`src/rtl/sound_mixer_pkg.sv`:
```
// Shared types and gain tables for the sound mixer datapath.
// Gain factors are expressed in sixteenths of unity.
package sound_mixer_pkg;

  localparam int GAIN_FRAC_BITS = 4;
  localparam int FACTOR_W       = 6;

  typedef logic signed [3:0] gain_code_t;

  localparam logic [FACTOR_W-1:0] GAIN_LUT [16] = '{
    6'd0,  6'd7,  6'd8,  6'd9,  6'd10, 6'd11, 6'd13, 6'd14,
    6'd16, 6'd18, 6'd20, 6'd23, 6'd26, 6'd29, 6'd32, 6'd36
  };

  // Flipping the sign bit turns code -8..7 into table index 0..15.
  function automatic logic [FACTOR_W-1:0] gain_factor(input gain_code_t code);
    return GAIN_LUT[{~code[3], code[2:0]}];
  endfunction

endpackage

```
`src/rtl/gain_ramp_ctrl.sv`:
```
// Per-channel gain ramp state: target code, current code and step counter.
// The current code walks one step toward the target every STEP_SAMPLES samples.
module gain_ramp_ctrl
  import sound_mixer_pkg::*;
#(
  parameter int CHANNELS     = 2,
  parameter int STEP_SAMPLES = 32,
  parameter int CH_W         = (CHANNELS > 1) ? $clog2(CHANNELS) : 1
) (
  input  logic            clk,
  input  logic            rst_n,
  input  logic            gain_we,
  input  logic [CH_W-1:0] gain_ch,
  input  gain_code_t      gain_code,
  input  logic            step_en,
  input  logic [CH_W-1:0] step_ch,
  output gain_code_t      cur_code
);

  localparam int CNT_W = (STEP_SAMPLES > 1) ? $clog2(STEP_SAMPLES) : 1;
  localparam logic [CNT_W-1:0] CNT_LAST = CNT_W'(STEP_SAMPLES - 1);

  gain_code_t       target [CHANNELS];
  gain_code_t       cur    [CHANNELS];
  logic [CNT_W-1:0] cnt    [CHANNELS];

  // The target write lands after the step decision, so a same-cycle write
  // only influences later samples.
  always_ff @(posedge clk or negedge rst_n) begin
    if (!rst_n) begin
      for (int c = 0; c < CHANNELS; c++) begin
        target[c] <= '0;
        cur[c]    <= '0;
        cnt[c]    <= '0;
      end
    end else begin
      for (int c = 0; c < CHANNELS; c++) begin
        if (step_en && int'(step_ch) == c) begin
          if (cur[c] == target[c]) begin
            cnt[c] <= '0;
          end else if (cnt[c] == CNT_LAST) begin
            cnt[c] <= '0;
            cur[c] <= (cur[c] < target[c]) ? cur[c] + 4'sd1 : cur[c] - 4'sd1;
          end else begin
            cnt[c] <= cnt[c] + 1'b1;
          end
        end
        if (gain_we && int'(gain_ch) == c) target[c] <= gain_code;
      end
    end
  end

  always_comb begin
    cur_code = '0;
    for (int c = 0; c < CHANNELS; c++) begin
      if (int'(step_ch) == c) cur_code = cur[c];
    end
  end

endmodule

```
`src/rtl/gain_ramp_amplifier.sv`:
```
// Time-multiplexed ramped gain stage: two-stage multiply/round/saturate pipeline
// with valid/ready handshakes and sticky per-channel clip flags.
module gain_ramp_amplifier
  import sound_mixer_pkg::*;
#(
  parameter int WIDTH        = 16,
  parameter int CHANNELS     = 2,
  parameter int STEP_SAMPLES = 32,
  parameter int CH_W         = (CHANNELS > 1) ? $clog2(CHANNELS) : 1
) (
  input  logic                    clk,
  input  logic                    rst_n,
  input  logic                    gain_we,
  input  logic [CH_W-1:0]         gain_ch,
  input  gain_code_t              gain_code,
  input  logic                    in_valid,
  output logic                    in_ready,
  input  logic [CH_W-1:0]         in_ch,
  input  logic signed [WIDTH-1:0] in_data,
  output logic                    out_valid,
  input  logic                    out_ready,
  output logic [CH_W-1:0]         out_ch,
  output logic signed [WIDTH-1:0] out_data,
  output logic [CHANNELS-1:0]     clip,
  input  logic                    clip_clr
);

  localparam int PROD_W = WIDTH + FACTOR_W;
  localparam int RND_W  = PROD_W - GAIN_FRAC_BITS;
  localparam logic signed [WIDTH+1:0] MAX_V = $signed({3'b000, {(WIDTH-1){1'b1}}});
  localparam logic signed [WIDTH+1:0] MIN_V = $signed({3'b111, {(WIDTH-1){1'b0}}});

  // Round half toward +inf: add half an LSB of the fraction, then drop it.
  function automatic logic signed [RND_W-1:0] round_half_up(input logic signed [PROD_W-1:0] prod);
    logic signed [PROD_W-1:0] biased;
    biased = prod + $signed(PROD_W'(1 << (GAIN_FRAC_BITS - 1)));
    return biased[PROD_W-1:GAIN_FRAC_BITS];
  endfunction

  function automatic logic overflows(input logic signed [RND_W-1:0] x);
    return (x > MAX_V) || (x < MIN_V);
  endfunction

  function automatic logic signed [WIDTH-1:0] saturate(input logic signed [RND_W-1:0] x);
    if (x > MAX_V)      return MAX_V[WIDTH-1:0];
    else if (x < MIN_V) return MIN_V[WIDTH-1:0];
    else                return x[WIDTH-1:0];
  endfunction

  logic                     adv;
  logic                     accept;
  logic                     ch_ok;
  gain_code_t               cur_code;

  logic                     vld_p1;
  logic [CH_W-1:0]          ch_p1;
  logic signed [WIDTH-1:0]  data_p1;
  logic signed [FACTOR_W:0] factor_p1;

  logic signed [PROD_W-1:0] prod_p1;
  logic signed [RND_W-1:0]  rounded_p1;
  logic                     clip_hit_p1;
  logic [CHANNELS-1:0]      clip_set;

  assign adv      = !out_valid || out_ready;
  assign in_ready = adv;
  assign accept   = in_valid && adv;
  assign ch_ok    = int'(in_ch) < CHANNELS;

  gain_ramp_ctrl #(
    .CHANNELS     (CHANNELS),
    .STEP_SAMPLES (STEP_SAMPLES),
    .CH_W         (CH_W)
  ) u_ramp (
    .clk       (clk),
    .rst_n     (rst_n),
    .gain_we   (gain_we),
    .gain_ch   (gain_ch),
    .gain_code (gain_code),
    .step_en   (accept && ch_ok),
    .step_ch   (in_ch),
    .cur_code  (cur_code)
  );

  // ---- Stage 1: capture sample and the factor of the pre-update gain code ----
  always_ff @(posedge clk or negedge rst_n) begin
    if (!rst_n) vld_p1 <= 1'b0;
    else if (adv) vld_p1 <= accept;
  end

  // Out-of-range channels get a zero factor, which yields 0 and can never clip.
  always_ff @(posedge clk) begin
    if (accept) begin
      ch_p1     <= in_ch;
      data_p1   <= in_data;
      factor_p1 <= ch_ok ? $signed({1'b0, gain_factor(cur_code)}) : '0;
    end
  end

  // ---- Stage 2: multiply, round, saturate and flag clipping ----
  assign prod_p1     = PROD_W'(data_p1) * PROD_W'(factor_p1);
  assign rounded_p1  = round_half_up(prod_p1);
  assign clip_hit_p1 = overflows(rounded_p1);

  always_comb begin
    clip_set = '0;
    for (int c = 0; c < CHANNELS; c++) begin
      if (adv && vld_p1 && clip_hit_p1 && int'(ch_p1) == c) clip_set[c] = 1'b1;
    end
  end

  always_ff @(posedge clk or negedge rst_n) begin
    if (!rst_n) begin
      out_valid <= 1'b0;
      out_ch    <= '0;
      out_data  <= '0;
      clip      <= '0;
    end else begin
      if (adv) begin
        out_valid <= vld_p1;
        if (vld_p1) begin
          out_ch   <= ch_p1;
          out_data <= saturate(rounded_p1);
        end
      end
      clip <= (clip & ~{CHANNELS{clip_clr}}) | clip_set;
    end
  end

endmodule

```
`config.mk`:
```
export PLATFORM = sky130hd
export DESIGN_NAME = gain_ramp_amplifier
export DESIGN_NICKNAME = d
export VERILOG_FILES = /design/src/rtl/sound_mixer_pkg.sv /design/src/rtl/gain_ramp_ctrl.sv /design/src/rtl/gain_ramp_amplifier.sv
export SDC_FILE = /design/constraint.sdc
export NUM_CORES = 1
export LEC_CHECK = 0
export ABC_AREA = 0
export CAP_MARGIN = 20
export CELL_PAD_IN_SITES_DETAIL_PLACEMENT = 1
export CELL_PAD_IN_SITES_GLOBAL_PLACEMENT = 1
export CORE_MARGIN = 4
export CORE_UTILIZATION = 36
export CTS_CLUSTER_DIAMETER = 40
export DETAILED_ROUTE_END_ITERATION = 16
export PLACE_DENSITY_LB_ADDON = 0.1
export RECOVER_POWER = 100
export SETUP_SLACK_MARGIN = 0.5
export SLEW_MARGIN = 10
export SYNTH_ARGS = -nofsm -noshare
export SYNTH_HDL_FRONTEND = slang
export SYNTH_HIERARCHICAL = 1
export SYNTH_SLANG_ARGS = --single-unit
```
`constraint.sdc`:
```
create_clock -name clk -period 16.05 [get_ports clk]
set_clock_uncertainty 0.2 [all_clocks]
set_input_delay 3.21 -clock clk [delete_from_list [all_inputs] [get_ports clk]]
set_output_delay 3.21 -clock clk [all_outputs]
set_load 0.03 [all_outputs]
```
==> results by group, run 1 <==
Setup path
  – CP max FO: 6
  – Worst Setup Path Type: input pin to output pin
  – Crit path from: out_ready
  – CP Cell Sequence: dlygate4sd3_1 > nand2b_1 > dlygate4sd3_1
  – CP peak stage delay: 0.77 ns
  – R2R Path End: out_data[1]$_DFFE_PN0P_
  – Top cell by count, worst path: dlygate4sd3_1
  – Worst setup EP type: output pin
  – Slack of the worst reg-to-reg path: between 8 and 9 ns
  – Critical Path Sink: in_ready
  – R2R cell count: 17
  – Req. time, crit path: approximately 13 ns
  – Slowest cell on crit path: dlygate4sd3_1
  – Worst r2r src: factor_p1[1]$_DFFE_PP_
  – Type of origin of the critical path: input pin
  – Worst EP arrival: 4.71 ns

Place
  – Hpwl dp: 12.82 mm
  – GP Congestion: 0.7470
  – I/O Buffers: 48

Clock network
  – Cts hold-fix bufs: 0
  – CTS Sinks: 70
  – Clock root cell: clkbuf_16
  – Depth of the CTS H-tree: 3
  – Clock-pin slew of the registers on the worst-case setup and hold paths: 0.06 ns
  – Post-CTS sizing: 0
  – Worst skew pair latency: 0.34 ns
  – CTS tree: done
  – TritonCTS buffer count: 9
  – # Post-CTS Setup Buffers: 0
  – Clk buf depth: 2

Power and ir drop
  – Overall power: 1.169 mW
  – P per Cell Area: between 100 and 150 nW/um^2
  – Worst vdd ir: 0.07348 mV
  – Lkg Pwr: 3.853 nW

Synth
  – Post-synthesis instance area: about 7000 um^2
  – Syn_nets: ~860
  – Post-synth EDFFs: 23
  – Synth cell types: 62
  – #FFs+latches synth: 70
  – Most common cell in the netlist: inv_1
  – Top cell type's share of synthesized area: 18.90%
  – Top_reg_cell synth: dfrtp_1
  – Synth area leader: fa_1
  – Fraction of registers with async set/reset: between 60% and 70%
  – Top cells by count, synth: 116 x inv_1, 81 x and2_1, 74 x ha_1, 66 x fa_1, 47 x dfrtp_1
  – Yosys warnings: 6
  – Syn_area_per_cell: 10.18 um^2
  – Top area cells in the synthesized netlist: fa_1 19%, dfrtp_1 17%, ha_1 13%, edfxtp_1 9.9%, and2_1 7.2%
  – Post-Synthesis Cells: between 600 and 700
  – Seq/Total Area, Yosys: 26.70%

Timing
  – Setup violators final: 0
  – Final Critical Period: between 8 and 9 ns
  – Achievable Freq: ~0.12 GHz
  – Tightest Pin Transition: around 2.0 ns
  – Max-slew violation count: 65
  – Setup TNS Final: 0 ns
  – RSZ-0062 raised after global routing: false
  – Tcrit/Tclk final: 50.57%
  – Final hold viol count: 0
  – Worst slew margin: -30.48%

Layout
  – Layout cells sized above 1: 5.842%
  – FILL cells: 2146
  – Net count of the finished layout: 899
  – P&R area growth vs syn: 13.40%
  – Footprint of the multi-input gates: ~4500 um^2
  – N_diodes: 0
  – Reg area: 1867 um^2

Route
  – Antenna viol nets, final: 0
  – Vias: 4953
  – Initial DRC Count: 150
  – DRT Wirelength: between 15 and 20 mm
  – DR pass1 iterations: 4
  – Via density: 4.973
  – DRC Markers: 0
  – DR WL/cell: 16.19 um

Floorplanning
  – Num ports: 49
  – Initial Util: 37.01%
  – Die area: around 22000 um^2
  – Die W: around 150 um
  – Die Ht: 147.4 um
  – Core Region: 18890 um^2
  – Std cell rows: 50

Run
  – Max_cap viols: 2

GRT
  – First-pass GRT wire length: 27.62 mm
  – Pin count of the biggest net entering global routing: 48
  – Gr ovfl total: 0
  – Initial antenna violation count: 1
  – Vias in the first global route: roughly 5.5k
  – All-layer global routing usage: 15.68%

Status
  – Status: complete, but fails checks
  – Failing checks: max-capacitance violations, max-slew violations

Worst hold path
  – Worst hold path type: register to register
## routing by layer
metal  up-vias  global-route usage, %  wire length (um)
met2        45                  26.59              7934
met1      2545                  21.20              7689
met3        11                  2.252               334
li1       2352                      -                 -
met5         -                      0                 0
met4         0                  3.914               172
## cell families (layout without fill, tap and decap cells)
| family | after synthesis | in the layout | synth area share, % |
|---|---|---|---|
| flops | 70 | 70 | 26.70 |
| xor+xnor | 30 | 30 | 3.758 |
| fa+ha+maj | 140 | 140 | 32.14 |
| mux | 17 | 17 | 3.024 |
| buf+inv | 133 | 182 | 7.981 |
| simple gates | 199 | 199 | 16.27 |
| compound gates | 98 | 98 | 10.13 |
## sequential cells by signal (all words and copies together), names as in the netlist
register,cells
out_data,16
factor_p1,6
ch_p1,1
u_ramp/target,8
out_ch,1
u_ramp/cur,8
u_ramp/cnt,10
out_valid,1
clip,2
vld_p1,1
data_p1,16
## through the flow
stage	worst slack, ns	hold WS (ns)	instance area (um^2)	instances	util (%)
after detailed placement	8.062	0.2719	7677	979	40.64
after CTS	8.059	0.2896	7974	995	42.21
after global routing	7.878	0.2971	7929	996	41.97
final	7.933	0.2860	7929	996	41.97
after floorplan	9.080	0.2483	6992	687	-
after global placement	8.071	0.2683	7677	979	40.64
## placed cells by master, fill, tap and decap left out, types with 7 or more instances in the layout
cell type | netlist | final
a21o_1 | 9 | 9
a21oi_1 | 21 | 21
a221o_1 | 9 | 9
and2_1 | 81 | 79
clkbuf_16 | 0 | 9
clkdlybuf4s50_1 | 0 | 7
dfrtp_1 | 47 | 47
dlygate4sd3_1 | 0 | 40
edfxtp_1 | 23 | 23
fa_1 | 66 | 66
ha_1 | 74 | 74
inv_1 | 116 | 116
mux2_2 | 11 | 10
nand2_1 | 46 | 46
nand3_1 | 8 | 8
nor2_1 | 18 | 18
nor2b_1 | 5 | 7
o21ai_0 | 18 | 20
xnor2_1 | 20 | 20
xor2_1 | 10 | 10
## report_power, final
group | internal, mW | leakage (nW) | switching, mW
Combinational | 0.297 | 2.90 | 0.411
Sequential | 0.224 | 0.805 | 0.0306
Clock | 0.111 | 0.148 | 0.0955
Total | 0.632 | 3.85 | 0.537
## layout make-up
class | instances | area share, %
clock buffer | 9 | 2.840
clock inverter | 7 | 0.8995
inverter | 116 | 5.492
multi-input combinational | 484 | 57.05
sequential | 70 | 23.54
tap | 260 | 4.103
timing repair buffer | 50 | 6.075
## worst max-delay path, delay by kind of cell
kind	cells	cell delay (ns)
simple gates	1	0.21
buf+inv	2	1.28
## how the worst min path moves through the flow
stage	cells past startpoint	end	start	slack [ns]
6_report	2	out_ch$_DFFE_PN0P_	out_ch$_DFFE_PN0P_	0.29
5_1_grt	2	out_ch$_DFFE_PN0P_	out_ch$_DFFE_PN0P_	0.30
3_3_place_gp	2	out_ch$_DFFE_PN0P_	out_ch$_DFFE_PN0P_	0.27
3_5_place_dp	2	out_ch$_DFFE_PN0P_	out_ch$_DFFE_PN0P_	0.27
2_1_floorplan	1	clip[0]$_DFF_PN0_	ch_p1$_DFFE_PP_	0.25
4_1_cts	2	out_ch$_DFFE_PN0P_	out_ch$_DFFE_PN0P_	0.29
No activity file was read; power rests on OpenSTA's default activity.
==> inputs of run 2 (changes only) <==
==> constraint.sdc (replaced) <==
create_clock -name clk -period 7.9 [get_ports clk]
set_clock_uncertainty 0.2 [all_clocks]
set_input_delay 1.58 -clock clk [delete_from_list [all_inputs] [get_ports clk]]
set_output_delay 1.58 -clock clk [all_outputs]
set_load 0.03 [all_outputs]
==> results by group, run 2 (synthesized netlist as in run 1, its figures left out) <==
Setup path
  – CP peak stage delay: 0.69 ns
  – Buf+Inv Stages, Crit Path: 3
  – Type of origin of the critical path: register
  – Worst Setup Path Type: register to register
  – Slowest cell on crit path: edfxtp_1
  – Top cell by count, worst path: fa_1
  – Worst setup EP type: register
  – Largest delay contributor family on the critical path: adder cells
  – CP max FO: 16
  – Worst EP arrival: 6.59 ns
  – Req. time, crit path: 7.92 ns
  – CP Cell Sequence: nand2_1 > fa_1 > inv_1 > fa_1 > fa_1 > inv_1 > fa_1 > inv_1 > ha_1 > nand3_1 > or3_2 > a211oi_1 > o31ai_1 > a211oi_1 > o21ba_1 > nor2b_1 > a221o_1

Floorplanning
  – Die Ht: 147.4 um
  – Num ports: just under 50
  – Die W: 147.4 um
  – Initial Util: 37.01%
  – Std cell rows: 50
  – Die area: 21720 um^2
  – Core Region: 18890 um^2

Layout
  – Fin area: a little under 8000 um^2
  – Largest regs: data_p1 (16), out_data (16), u_ramp/cnt (10)
  – P&R area growth vs syn: 13.48%
  – Commonest non-fill, non-tap cell in the layout: inv_1
  – Fin util: between 40% and 50%
  – Net count of the finished layout: ~900
  – Most frequent cells in the layout: 116 x inv_1, 80 x and2_1, 74 x ha_1
  – N_diodes: 0
  – Layout cells sized above 1: 5.842%
  – Finished Layout Cells: between 900 and 1k

GRT
  – Initial antenna violation count: 1
  – Gr ovfl total: 0
  – Vias in the first global route: approximately 5.6k
  – Pin count of the biggest net entering global routing: 48
  – First-pass GRT wire length: roughly 28 mm
  – All-layer global routing usage: between 10% and 20%

Status
  – Failing checks: max-capacitance violations, max-slew violations
  – Status: complete, but fails checks

Clock network
  – Clock root cell: clkbuf_16
  – Cts hold-fix bufs: 0
  – Worst skew pair latency: 0.35 ns
  – TritonCTS buffer count: 9
  – Post-CTS sizing: 0
  – CTS Sinks: 70
  – Clk buf depth: 2
  – # Post-CTS Setup Buffers: 0
  – CTS tree: done
  – Depth of the CTS H-tree: 3
  – Clock-pin slew of the registers on the worst-case setup and hold paths: 0.07 ns

Timing
  – Tightest Pin Transition: 1.973 ns
  – Setup ws final: 1.332 ns
  – Setup violators final: 0
  – Max-slew violation count: 65
  – Worst slew margin: -31.55%
  – Final Critical Period: 6.568 ns
  – Final hold viol count: 0
  – RSZ-0062 raised after global routing: false
  – Hold slack: 0.2826 ns
  – Achievable Freq: 0.1522 GHz
  – Tcrit/Tclk final: 83.14%
  – Setup TNS Final: 0 ns

Power and ir drop
  – Lkg Pwr: 3.854 nW
  – Worst vdd ir: 0.1502 mV
  – Overall power: 2.393 mW
  – P per Cell Area: roughly 300 nW/um^2

Route
  – DRT Wirelength: between 15 and 20 mm
  – Initial DRC Count: about 160
  – Vias: 4860
  – Via density: 4.880
  – DR pass1 iterations: 4
  – DR WL/cell: 16.70 um
  – DRC Markers: 0
  – Antenna viol nets, final: 0

Place
  – GP Congestion: 0.7636
  – DP Area: 7677 um^2
  – Pre-CTS WS: around 1.8 ns
  – Hpwl dp: approximately 13 mm
  – I/O Buffers: 48
  – Cell count after placement: 979

Worst hold path
  – Worst hold path type: register to register

Run
  – Max_cap viols: 2
-- run 2: changes by cell type in the layout (fill, tap and decap cells not counted), sizes merged --
| cell | change |
|---|---|
| inv | -1 |
| clkinv | +1 |
-- run 2: layout make-up --
class                   count  area [um^2]
repair buffers             50        481.7
clock inverters             7        76.32
well taps                 260        325.3
clock buffers               9        225.2
fillers                  2157        10960
inverters                 116        435.4
flip-flops and latches     70         1867
multi-input cells         484         4523
-- run 2: worst register-to-register path, stage by stage, from the launching register on --
cell and delay [ns]:
edfxtp_1 0.69, nand2_1 0.26, fa_1 0.59, inv_1 0.05, fa_1 0.46, fa_1 0.54, inv_1 0.06, fa_1 0.52
inv_1 0.04, ha_1 0.40, nand3_1 0.13, or3_2 0.43, a211oi_1 0.48, o31ai_1 0.15, a211oi_1 0.55, o21ba_1 0.32
nor2b_1 0.25, a221o_1 0.34
-- run 2: power by group --
group | leakage [nW] | switching (mW) | internal [mW]
Combinational | 2.90 | 0.845 | 0.610
Clock | 0.149 | 0.199 | 0.225
Sequential | 0.805 | 0.0597 | 0.454
-- run 2: path summary, 6_finish.rpt --
kind / end / cells after the start / slack [ns] / startpoint
hold / removal: out_ch$_DFFE_PN0P_ / 2 / 0.28 / out_ch$_DFFE_PN0P_
hold reg to reg: out_ch$_DFFE_PN0P_ / 2 / 0.28 / out_ch$_DFFE_PN0P_
setup / recovery: out_data[13]$_DFFE_PN0P_ / 17 / 1.33 / factor_p1[1]$_DFFE_PP_
min in group asynchronous: u_ramp/cnt[7]$_DFFE_PN0P_ / 1 / 1.03 / rst_n
setup reg to reg: out_data[13]$_DFFE_PN0P_ / 17 / 1.33 / factor_p1[1]$_DFFE_PP_
max in group asynchronous: out_data[6]$_DFFE_PN0P_ / 2 / 4.20 / rst_n
-- run 2: routing by layer --
layer  global-route usage, %  vias to the layer above  part of all wire (%)
li1                        -                     2354                     -
met1                   20.53                     2466                    46
met2                   29.12                       33                    52
met3                   2.745                        7                   2.0
met4                   3.075                        0                  0.73
met5                       0                        -                     0
